[src/rtl/press_sprite_reader.sv]
`timescale 1ns/1ps
// Press-start prompt sprite reader: maps screen coordinates to sprite ROM addresses
// and gates the returned pixel with a blinking visibility FSM (2-cycle latency).
module press_sprite_reader #(
    parameter int          X0           = 236,
    parameter int          Y0           = 400,
    parameter int          SPR_W        = 168,
    parameter int          SPR_H        = 12,
    parameter logic [7:0]  TRANSP       = 8'h00,
    parameter int          BLINK_FRAMES = 30
) (
    input  logic        i_clk2,
    input  logic        i_rst,
    input  logic [9:0]  i_x,
    input  logic [9:0]  i_y,
    input  logic        i_active,
    input  logic        i_frame_tick,
    input  logic        i_enable,
    output logic [10:0] o_addr,
    input  logic [7:0]  i_data,
    output logic [7:0]  o_pixel,
    output logic        o_pixel_valid
);
    localparam logic [1:0]  IDLE  = 2'd0;
    localparam logic [1:0]  SHOW  = 2'd1;
    localparam logic [1:0]  HIDE  = 2'd2;
    localparam logic [10:0] X_LO  = 11'(X0);
    localparam logic [10:0] X_HI  = 11'(X0 + SPR_W);
    localparam logic [10:0] Y_LO  = 11'(Y0);
    localparam logic [10:0] Y_HI  = 11'(Y0 + SPR_H);
    localparam logic [10:0] W11   = 11'(SPR_W);
    localparam logic [7:0]  FLAST = 8'(BLINK_FRAMES - 1);

    logic [1:0]  state;
    logic [7:0]  fcnt;
    logic [10:0] x11, y11, rel_x, rel_y, addr_c;
    logic        in_box, box_d1, vis_d1;

    // Widen to 11 bits so the box edge compares cannot wrap at 10 bits.
    assign x11    = {1'b0, i_x};
    assign y11    = {1'b0, i_y};
    assign in_box = i_active && (x11 >= X_LO) && (x11 < X_HI) &&
                    (y11 >= Y_LO) && (y11 < Y_HI);
    assign rel_x  = x11 - X_LO;
    assign rel_y  = y11 - Y_LO;
    assign addr_c = rel_y * W11 + rel_x;

    always_ff @(posedge i_clk2 or posedge i_rst) begin
        if (i_rst) begin
            state <= IDLE;
            fcnt  <= '0;
        end else if (!i_enable) begin
            state <= IDLE;
            fcnt  <= '0;
        end else begin
            case (state)
                IDLE: begin
                    state <= SHOW;
                    fcnt  <= '0;
                end
                SHOW, HIDE: begin
                    if (i_frame_tick) begin
                        if (fcnt == FLAST) begin
                            state <= (state == SHOW) ? HIDE : SHOW;
                            fcnt  <= '0;
                        end else begin
                            fcnt <= fcnt + 8'd1;
                        end
                    end
                end
                default: begin
                    state <= IDLE;
                    fcnt  <= '0;
                end
            endcase
        end
    end

    // Stage 1 registers address, box and visibility; stage 2 meets the ROM data.
    always_ff @(posedge i_clk2 or posedge i_rst) begin
        if (i_rst) begin
            o_addr        <= '0;
            box_d1        <= 1'b0;
            vis_d1        <= 1'b0;
            o_pixel       <= '0;
            o_pixel_valid <= 1'b0;
        end else begin
            o_addr <= in_box ? addr_c : 11'd0;
            box_d1 <= in_box;
            vis_d1 <= (state == SHOW);
            if (box_d1 && vis_d1 && (i_data != TRANSP)) begin
                o_pixel       <= i_data;
                o_pixel_valid <= 1'b1;
            end else begin
                o_pixel       <= '0;
                o_pixel_valid <= 1'b0;
            end
        end
    end
endmodule

[config.mk]
export PLATFORM = sky130hd
export DESIGN_NAME = press_sprite_reader
export DESIGN_NICKNAME = d
export VERILOG_FILES = /design/src/rtl/press_sprite_reader.sv
export SDC_FILE = /design/constraint.sdc
export NUM_CORES = 1
export LEC_CHECK = 0
export CAP_MARGIN = 20
export CORE_MARGIN = 2
export CORE_UTILIZATION = 53
export DETAILED_ROUTE_END_ITERATION = 8
export GPL_TIMING_DRIVEN = 0
export PLACE_DENSITY_LB_ADDON = 0.3
export SETUP_SLACK_MARGIN = 0.02
export SYNTH_ARGS = -nofsm -noshare
export SYNTH_HDL_FRONTEND = slang
export SYNTH_SLANG_ARGS = --single-unit
[constraint.sdc]
create_clock -name i_clk2 -period 2.5 [get_ports i_clk2]
set_input_delay 0.625 -clock i_clk2 [delete_from_list [all_inputs] [get_ports i_clk2]]
set_output_delay 0.625 -clock i_clk2 [all_outputs]
set_load 0.005 [all_outputs]
Word level (Yosys, flattened, before mapping)
Cells that the tools add are included.

Add/subtract/negate cells: 4. Multipliers: 1. $lt $le $gt $ge: 4. Equality and inequality tests: 5. Mux-type cells: 12. Reductions and logical operators: 10.

Operator list (number): $mux 8 (5); $lt 10x9->1 const B (2); $add 11x11->11 (1); $mul 11x5->8 const B (1); $mux 11 (1); $sub 10x8->11 const B (1); $sub 10x9->11 const B (1); $ge 10x8->1 const B (1); $ge 10x9->1 const B (1); $add 8x1->8 const B (1); $eq 8x5->1 const B (1); $mux 2 (4); $reduce_bool 8->1 (1); $logic_and 1x1->1 (6); $ne 3x3->1 const B (2); $pmux 2 s2 (1); $eq 2x1->1 const B (1); $eq 2x2->1 const B (1); $logic_not 2->1 (1); $reduce_and 2->1 (1); $reduce_or 2->1 (1); $mux 1 (1).

Register bits after elaboration: 32. Input port bits: 33. Output and inout bits: 20. Logic and storage cells: 43.

Longest topological paths before layout
Gate-level depths: netlist of run 1.

Depth after elaboration: 6. Mapped depth: 14. Depth with buffers taken out: 14.

Worst setup path before layout of run 1
OpenSTA, ideal clock, no wires.

Path kind: input port to flip-flop. Start: input port i_y[4]. End: register o_addr[10]. Setup time: 136 ps. Arrival: 3164 ps. Data required time: 2364 ps. Setup slack: -799 ps. Stages: 13. Buffers on the path: 0. Cells stage by stage: inv_1 -> ha_1 -> ha_1 -> fa_1 -> ha_1 -> xor2_1 -> ha_1 -> xnor2_1 -> xnor2_1 -> xnor2_1 -> xnor2_1 -> xnor2_1 -> nor2_1.

Cells in the longest elaborated chain, start to end: 4. Elaborated cells on any way between the ends: 8. Those cells by class: add/sub: 2; mul: 1; order compare: 2; mux: 1; reduce/logical: 2.

Ends and longest elaborated chain: start: declaration (line 15) `input logic [9:0] i_y,`; $sub 10x9->11 / $ge 10x9->1 (equally long branches) (line 45, 43); $mul 11x5->8 / $logic_and 1x1->1 (equally long branches) (line 46, 42); $add 11x11->11 / $logic_and 1x1->1 (equally long branches) (line 46, 43); $mux 11 (*) (line 88) `o_addr <= in_box ? addr_c : 11'd0;`; end signal: assignment (line 88); end: declaration (line 19) `output logic [10:0] o_addr,`.

Mark *: on every way between the ends. The rest lies on a longest branch, timed or not. A chain may end at the register's enable or synchronous reset.

Worst setup path after layout of run 1
Start: input port i_y[3]. End: register o_addr[10].

Same word-level chain as after synthesis.

==> results of run 1 <==
-- Yosys cell counts, drive strengths merged --
cell / n
a21oi: 10
nand2: 10
o221ai: 1
nor3: 6
xor2: 7
nor4: 3
nor4b: 2
dfrtp: 32
nor2: 16
nand4: 2
buf: 1
mux2i: 2
o21ai: 11
nand3: 3
xnor2: 11
inv: 24
nor3b: 1
o2111ai: 1
o211a: 1
a21o: 4
a21boi: 2
and2: 11
a31oi: 1
nor2b: 2
ha: 33
nand2b: 2
or3: 2
fa: 3
-- cells by family after synthesis --
kind of cell | after synthesis
simple gates | 60
fa+ha+maj | 36
flops | 32
compound gates | 31
buf+inv | 25
xor+xnor | 18
mux | 2
-- where the power goes --
part / internal [mW] / switching [mW] / leakage [nW]
Combinational: 0.480 / 0.446 / 0.904
Sequential: 0.543 / 0.0221 / 0.444
Clock: 0.352 / 0.199 / 0.0645
Total: 1.38 / 0.666 / 1.41
-- stage by stage --
step | instances | setup WS (ps) | setup TNS (ps) | total power, mW | hold WS (ps)
2_1_floorplan | 204 | -581 | -1260 | 1.10 | 515
3_5_place_dp | 305 | -1500 | -5410 | 1.30 | 548
6_report | 321 | -520 | -925 | 2.04 | 558
5_1_grt | 321 | -653 | -1160 | 2.14 | 600
3_3_place_gp | 304 | -1440 | -4930 | 1.25 | 543
4_1_cts | 319 | -477 | -757 | 1.95 | 562
-- sequential cells by signal, indices dropped and copies added (netlist names) --
signal,count
vis_d1,1
fcnt,8
o_pixel,8
o_pixel_valid,1
box_d1,1
o_addr,11
state,2
-- timing repair --
action / CTS / global route
setup endpoints to repair: 5 / 4
resized for setup: 56 / 11
setup buffers: 6 / 2
pin swaps: 19 / 6
endpoints found under the hold margin: 0 / 0
-- routing by layer --
metal / vias up / routed length [um] / track usage (%)
li1: 817 / - / -
met4: 0 / 157 / 12.2
met3: 18 / 218 / 3.75
met5: - / 0 / 0
met2: 63 / 2790 / 45.1
met1: 811 / 1930 / 26.5
-- worst max-delay path, delay by kind of cell --
kind,cells,cell delay (ps)
and+or+nand+nor,2,240
AOI/OAI and AO/OA,2,390
xor gates and xnor gates,2,290
buffers and inverters,2,170
adders and majority gates,6,1450
-- cell type report --
type                            instances  area [um2]
Buffer                                  1        7.51
Clock buffer                            7        96.3
Clock inverter                          1        30.0
Fill cell                             192         523
Inverter                               24         103
Multi-Input combinational cell        147        1440
Sequential cell                        32         801
Tap cell                               48        60.1
Timing Repair Buffer                   61         624
-- how the worst min path moves through the flow --
stage,startpoint,end,slack (ps),cells after the start
after floorplan,vis_d1$_DFF_PP0_,o_pixel_valid$_DFF_PP0_,520,2
after global placement,fcnt[7]$_DFFE_PP0P_,fcnt[7]$_DFFE_PP0P_,540,2
after detailed placement,fcnt[5]$_DFFE_PP0P_,fcnt[5]$_DFFE_PP0P_,550,2
final,fcnt[5]$_DFFE_PP0P_,fcnt[5]$_DFFE_PP0P_,560,2
after CTS,fcnt[5]$_DFFE_PP0P_,fcnt[5]$_DFFE_PP0P_,560,2
after global routing,fcnt[5]$_DFFE_PP0P_,fcnt[5]$_DFFE_PP0P_,600,2
==> impl_metrics.yaml, run 1 <==
outcome:
  status: "finished, violations left"
  violations: "negative setup slack"
routing:
  initialDrtViolationCount: 76
  drc: 0
  wl_um: 5090
  wl_per_cell_um: 15.9
  ant_nets: 0
  dr.pass1.iters: 7
  via_per_inst: 5.32
  dr_total_vias: 1709
timing:
  post-route-period-util_pct: 121
  setup_slack_ps: -520
  hold_viol: 0
  rsz0062_at_grt: "true"
  tightest_slew_ps: 551
  max_slew_margin_pct: 63.3
  setup_viol: 4
  max_freq_mhz: 331
  slew_viol_final: 0
  finClkSkew_ps: 10.9
  fin_crit_ps: 3020
die:
  die_w_um: 66.2
  initial_core_util_pct: 55.6
  die_h_um: 66.2
  std_cell_rows: 22
  core_area_um2: 3690
  pin_count: 53
  die_area_um2: 4380
setup_path:
  crit_arrival_ps: 3170
  cp-start-kind: "input pin"
  rr_worst_depth: 6
  crit_top_cell: "ha_4"
  startpoint: "i_y[3]"
  crit_path_end_kind: "register"
  cp_data_required_time_ps: 2650
  critical_path.cell_chain: "buf_8 -> ha_4 -> ha_4 -> ha_4 -> ha_4 -> xnor2_2 -> ha_1 -> inv_2 -> ha_4 -> nor3_1 -> o21ai_0 -> a31oi_1 -> xnor2_1 -> nor2_1"
  worstReg2RegStart: "state[1]$_DFFE_PP0P_"
  rr_endpoint: "fcnt[6]$_DFFE_PP0P_"
  cpMaxStageDelayCell: "ha_1"
  rrSetupSlack_ps: 660
  path_class: "input pin to register"
  worstPathMaxFanout: 4
  slowest_delay_ps: 300
  cp-endpoint: "o_addr[10]$_DFF_PP0_"
logic_synthesis:
  synth_area_leaders: "dfrtp_1, ha_1, xnor2_1, inv_1, and2_1"
  yosysTopAreaCell: "dfrtp_1"
  syn_nets: 273
  synthAdderAreaFrac_pct: 23.1
  syn_inst: 204
  synth.distinct_cells: 30
  synthSimpleGateAreaFrac_pct: 15.2
  avgSynthCellArea_um2: 10.1
  synthesis.area_um2: 2050
  muxShareOfSynthArea_pct: 0.976
  yosys.area.top_type_share_pct: 39.0
  synth_xor_xnor_area_share_pct: 7.69
  yosysSeqAreaShare_pct: 39.0
  yosys_register_bits: 32
  yosysWarnings: 0
  synth_top_family_by_area: "adder cells"
  synth_compound_area_share_pct: 9.27
cells_and_area:
  layout.core_utilization_pct: 85.8
  area.growth.synth_to_final_pct: 54.4
  final_common_cell: "clkdlybuf4s50_1"
  diodes: 0
  drive_gt1_share_pct: 23.1
  final_area_um2: 3170
  final_cell_mix: "clkdlybuf4s50_1, dfrtp_1, inv_1"
  fin_nets: 341
clocking:
  cts_tree: "done"
  ctsHoldBuffers: 0
  path_clk_slew_ps: 60
  cts_max_path_buffers: 2
  cts_sinks: 32
  ctsHtreeMaxLevel: 2
  clock_latency_ps: 290
  root_buffer: "clkbuf_8"
  numCtsBuffers: 5
power_and_ir_drop:
  peakVddDrop_mv: 0.396
  p_leak_nw: 1.41
  powerDensity_nw_per_um2: 645
flow_run:
  maxCapViolCount: 0
placement:
  port-buffer-count: 52
  dpl.hpwl_um: 3460
  place_congestion: 0.705
  dpl_cell_area_um2: 2800
grt:
  overflow: 0
  grt_pass1_wl_um: 7850
  grt_max_degree: 23
  grtUsageTotal_pct: 24.4
  grt_pass1_vias: 1728
  antenna_found_initial: 0
hold_path:
  worstHoldPathType: "register to register"
Power figures use the tool's default switching activity.
==> run 2: changes to the inputs <==
- PLACE_DENSITY: default -> 0.86
- PLACE_DENSITY_LB_ADDON: 0.3 -> default
- SKIP_CTS_REPAIR_TIMING: default -> 1
==> run 2 against run 1 <==
  * The flow still finishes with violations (negative setup slack)
  * Sequential share of layout area grew 0.79 points
  * Sequential power grew 0.7%
  * Sequential cell count is the same
  * Worst hold slack gained 12 ps
  * Non-clock buffer count is the same
  * Critical path type unchanged
==> impl_metrics.yaml, run 2 (synthesis gave the netlist of run 1 again) <==
clocking:
  clock_latency_ps: 280
  cts_max_path_buffers: 2
  cts_sinks: 32
  cts_tree: "done"
  numCtsBuffers: 5
  ctsHtreeMaxLevel: 2
  path_clk_slew_ps: 70
  root_buffer: "clkbuf_8"
setup_path:
  path_class: "input pin to register"
  worstPathMaxFanout: 4
  cp_data_required_time_ps: 2650
  crit_arrival_ps: 3160
  crit_path_end_kind: "register"
  cp-start-kind: "input pin"
grt:
  grt_pass1_vias: 1616
  overflow: 0
  grt_max_degree: 23
  grtUsageTotal_pct: 22.5
  antenna_found_initial: 0
  grt_pass1_wl_um: 7290
cells_and_area:
  n_fill_cell: 209
  final_cell_mix: "clkdlybuf4s50_1, dfrtp_1, inv_1, ha_1, nor2_1"
  largest_register: "o_addr"
  multiInputGateArea_um2: 1370
  area.growth.synth_to_final_pct: 49.7
  reg_top3: "o_addr x11, fcnt x8, o_pixel x8"
  diodes: 0
  drive_gt1_share_pct: 19.8
  fin_nets: 341
  largest_register_ffs: 11
  fin_cells: 321
  final_common_cell: "clkdlybuf4s50_1"
  register_area_um2: 801
die:
  die_h_um: 66.2
  pin_count: 53
  core_area_um2: 3690
  std_cell_rows: 22
  initial_core_util_pct: 55.6
  die_w_um: 66.2
  die_area_um2: 4380
power_and_ir_drop:
  combinationalPowerShare_pct: 44.6
  p_clk_share_pct: 25.6
  peakVddDrop_mv: 0.409
  seq_power_share_pct: 29.8
  p_leak_nw: 1.40
  powerDensity_nw_per_um2: 623
  internal-power_mw: 1.28
  finalPower_mw: 1.91
  p_sw_share_pct: 33.1
  p_switching_mw: 0.633
placement:
  dpl_worst_slack_ps: -1500
  dp.cells: 305
  dpl.hpwl_um: 3340
  port-buffer-count: 52
  place_congestion: 0.730
routing:
  ant_nets: 0
  dr_total_vias: 1701
  initialDrtViolationCount: 46
  drc: 0
  wl_um: 5090
  wl_per_cell_um: 15.8
  via_per_inst: 5.30
  dr.pass1.iters: 4
timing:
  hold_viol: 0
  post-route-period-util_pct: 120
  max_freq_mhz: 333
  slew_viol_final: 0
  setup_slack_ps: -507
  tightest_slew_ps: 555
  finClkSkew_ps: 6.87
  rsz0062_at_grt: "true"
  final.hold.worst_slack_ps: 571
  max_slew_margin_pct: 63.0
  setup_viol: 4
  fin_crit_ps: 3010
flow_run:
  maxCapViolCount: 0
outcome:
  status: "finished, violations left"
  violations: "negative setup slack"
hold_path:
  worstHoldPathType: "register to register"
-- run 2: changes by cell type in the layout (fill, tap and decap cells not counted), sizes merged --
cell,change
dlymetal6s2s,+1
clkbuf,+1
dlygate4sd2,-1
buf,-2
clkinv,+1
-- run 2: layer usage --
layer  vias to the layer above  global-route usage, %  routed length, um
met4                         0                   11.5                186
li1                        824                      -                  -
met2                        50                   38.8               2650
met5                         -                      0                  0
met3                        16                   5.28                162
met1                       811                   25.8               2090
-- run 2: path summary, 6_finish.rpt --
path | from | endpoint | slack (ps) | depth (start not counted)
worst max-delay path | i_y[4] | o_addr[10]$_DFF_PP0_ | -510 | 14
worst min-delay path | fcnt[5]$_DFFE_PP0P_ | fcnt[5]$_DFFE_PP0P_ | 570 | 2
worst max register to register | state[0]$_DFFE_PP0P_ | fcnt[6]$_DFFE_PP0P_ | 680 | 6
worst min register to register | fcnt[5]$_DFFE_PP0P_ | fcnt[5]$_DFFE_PP0P_ | 570 | 2
max in group asynchronous | i_rst | fcnt[7]$_DFFE_PP0P_ | 1350 | 3
min in group asynchronous | i_rst | o_addr[5]$_DFF_PP0_ | 670 | 2
-- run 2: metrics by stage --
step / utilization (%) / instance area (um2) / setup TNS (ps)
2_1_floorplan: - / 2190 / -1260
3_3_place_gp: 75.2 / 2770 / -4840
3_5_place_dp: 75.9 / 2800 / -5070
4_1_cts: 78.8 / 2910 / -3340
5_1_grt: 83.2 / 3070 / -1160
6_report: 83.2 / 3070 / -874
-- run 2: layout make-up --
class                      count  area share (%)
tap                           48            1.96
buffer                         1           0.245
clock buffer                   6            2.36
multi-input combinational    147            44.6
timing repair buffer          61            20.2
inverter                      24            3.34
sequential                    32            26.1
clock inverter                 2            1.14
-- run 2: power groups by stage --
stage | combinational (mW) | clock, mW | sequential [mW]
after floorplan | 0.534 | 0 | 0.570
after global placement | 0.675 | 0 | 0.574
after detailed placement | 0.717 | 0 | 0.577
after CTS | 0.732 | 0.489 | 0.568
after global routing | 0.937 | 0.518 | 0.573
final | 0.852 | 0.490 | 0.569
-- run 2: worst max-delay path: stages --
cell and delay (ps):
buf_12 100, inv_12 30, ha_4 260, ha_4 190, fa_1 530, ha_4 220
xor2_1 160, ha_2 190, xnor2_2 130, xnor2_1 180, xnor2_1 160, xnor2_1 170
xnor2_1 160, nor2_1 60
==> run 3: changes to the inputs <==
- clock period: 2.5 -> 3.6 ns (I/O delays scaled with it)
==> run 3 against run 2 <==
  * The run now ends clean
  * Via count decreased by 4.5%
  * Critical path type unchanged
  * Global-route usage decreased by 0.84 points
  * Routed wire length decreased by 17%
==> impl_metrics.yaml, run 3 (synthesis gave the netlist of run 1 again) <==
placement:
  port-buffer-count: 52
  place_congestion: 0.773
  dpl_worst_slack_ps: -739
  dpl.hpwl_um: 3170
grt:
  grt_pass1_vias: 1635
  antenna_found_initial: 0
  overflow: 0
  grt_pass1_wl_um: 7160
  grtUsageTotal_pct: 21.6
  grt_max_degree: 24
timing:
  max_freq_mhz: 288
  fin_crit_ps: 3470
  hold_viol: 0
  slew_viol_final: 0
  finClkSkew_ps: 9.32
  rsz0062_at_grt: "false"
  setup_viol: 0
  post-route-period-util_pct: 96.3
  setup-tns-final_ps: 0
  tightest_slew_ps: 538
  max_slew_margin_pct: 64.2
  setup_slack_ps: 133
routing:
  via_per_inst: 5.17
  dr_total_vias: 1624
  dr.pass1.iters: 4
  drc: 0
  ant_nets: 0
  wl_per_cell_um: 13.5
  initialDrtViolationCount: 97
  wl_um: 4230
setup_path:
  crit_arrival_ps: 3610
  cpMaxStageDelayCell: "fa_1"
  worstPathMaxFanout: 5
  critical_path.cell_chain: "clkbuf_4 -> inv_2 -> ha_4 -> ha_4 -> fa_1 -> ha_4 -> xor2_2 -> ha_2 -> xnor2_2 -> xnor2_1 -> xnor2_1 -> xnor2_1 -> xnor2_1 -> nor2_1"
  crit_top_cell: "xnor2_1"
  crit_path_end_kind: "register"
  cp_data_required_time_ps: 3740
  slowest_delay_ps: 580
  cp-start-kind: "input pin"
  path_class: "input pin to register"
hold_path:
  worstHoldPathType: "register to register"
cells_and_area:
  final_cell_mix: "clkdlybuf4s50_1, dfrtp_1, ha_1"
  largest_register: "o_addr"
  fin_nets: 334
  n_fill_cell: 254
  largest_register_ffs: 11
  area.growth.synth_to_final_pct: 42.6
  final_common_cell: "clkdlybuf4s50_1"
  multiInputGateArea_um2: 1290
  diodes: 0
  reg_top3: "o_addr x11, fcnt x8, o_pixel x8"
  drive_gt1_share_pct: 12.4
  register_area_um2: 801
  layout.core_utilization_pct: 79.3
power_and_ir_drop:
  powerDensity_nw_per_um2: 425
  p_leak_nw: 1.37
  peakVddDrop_mv: 0.195
clocking:
  clock_latency_ps: 290
  cts_tree: "done"
  cts_sinks: 32
  cts_max_path_buffers: 2
  root_buffer: "clkbuf_8"
  ctsHtreeMaxLevel: 2
  path_clk_slew_ps: 60
  numCtsBuffers: 5
die:
  pin_count: 53
  die_h_um: 66.2
  std_cell_rows: 22
  die_area_um2: 4380
  core_area_um2: 3690
  die_w_um: 66.2
  initial_core_util_pct: 55.6
flow_run:
  maxCapViolCount: 0
outcome:
  status: "complete, no violations"
run 3: cell count changes in the layout (fill, tap and decap cells not counted), moves of 3 or more:
| cell | change |
|---|---|
| buf_4 | -7 |
| dlymetal6s2s_1 | +3 |
| ha_1 | +4 |
| ha_4 | -5 |
run 3: power breakdown:
group	internal, mW	switching (mW)
Sequential	0.377	0.0165
Combinational	0.254	0.254
Clock	0.205	0.137
run 3: worst paths after layout:
check,endpoint,slack (ps),cells past startpoint,start
worst max-delay path,o_addr[10]$_DFF_PP0_,130,14,i_y[4]
worst min-delay path,fcnt[5]$_DFFE_PP0P_,570,2,fcnt[5]$_DFFE_PP0P_
worst max register to register,fcnt[4]$_DFFE_PP0P_,1790,6,state[0]$_DFFE_PP0P_
worst min register to register,fcnt[5]$_DFFE_PP0P_,570,2,fcnt[5]$_DFFE_PP0P_
max in group asynchronous,o_addr[10]$_DFF_PP0_,2220,3,i_rst
min in group asynchronous,vis_d1$_DFF_PP0_,920,2,i_rst
run 3: worst max-delay path: cells and delay by family:
family / cells / cell delay, ps
XOR/XNOR: 6 / 940
adder cells (fa/ha/maj): 5 / 1460
buffers and inverters: 2 / 250
AND/OR/NAND/NOR: 1 / 60
run 3: cell type report:
type	instances	area share [%]
multi-input combinational	147	44.1
sequential	32	27.4
timing repair buffer	54	19.3
inverter	24	3.08
clock buffer	5	2.35
tap	48	2.05
clock inverter	3	1.45
buffer	1	0.257
run 3: layer usage:
metal	vias up	part of all wire, %	GRT usage (%)
li1	802	-	-
met1	772	42	24.6
met2	42	52	40.3
met3	8	3.8	3.58
met4	0	2.0	7.65
met5	-	0	0
run 3: metrics by stage:
stage / hold slack (ps) / instances / area, um2 / power (mW)
after floorplan: 515 / 204 / 2050 / 0.703
after global placement: 540 / 304 / 2630 / 0.792
after detailed placement: 554 / 305 / 2660 / 0.817
after CTS: 574 / 313 / 2770 / 1.17
after global routing: 605 / 314 / 2930 / 1.33
final: 569 / 314 / 2930 / 1.24
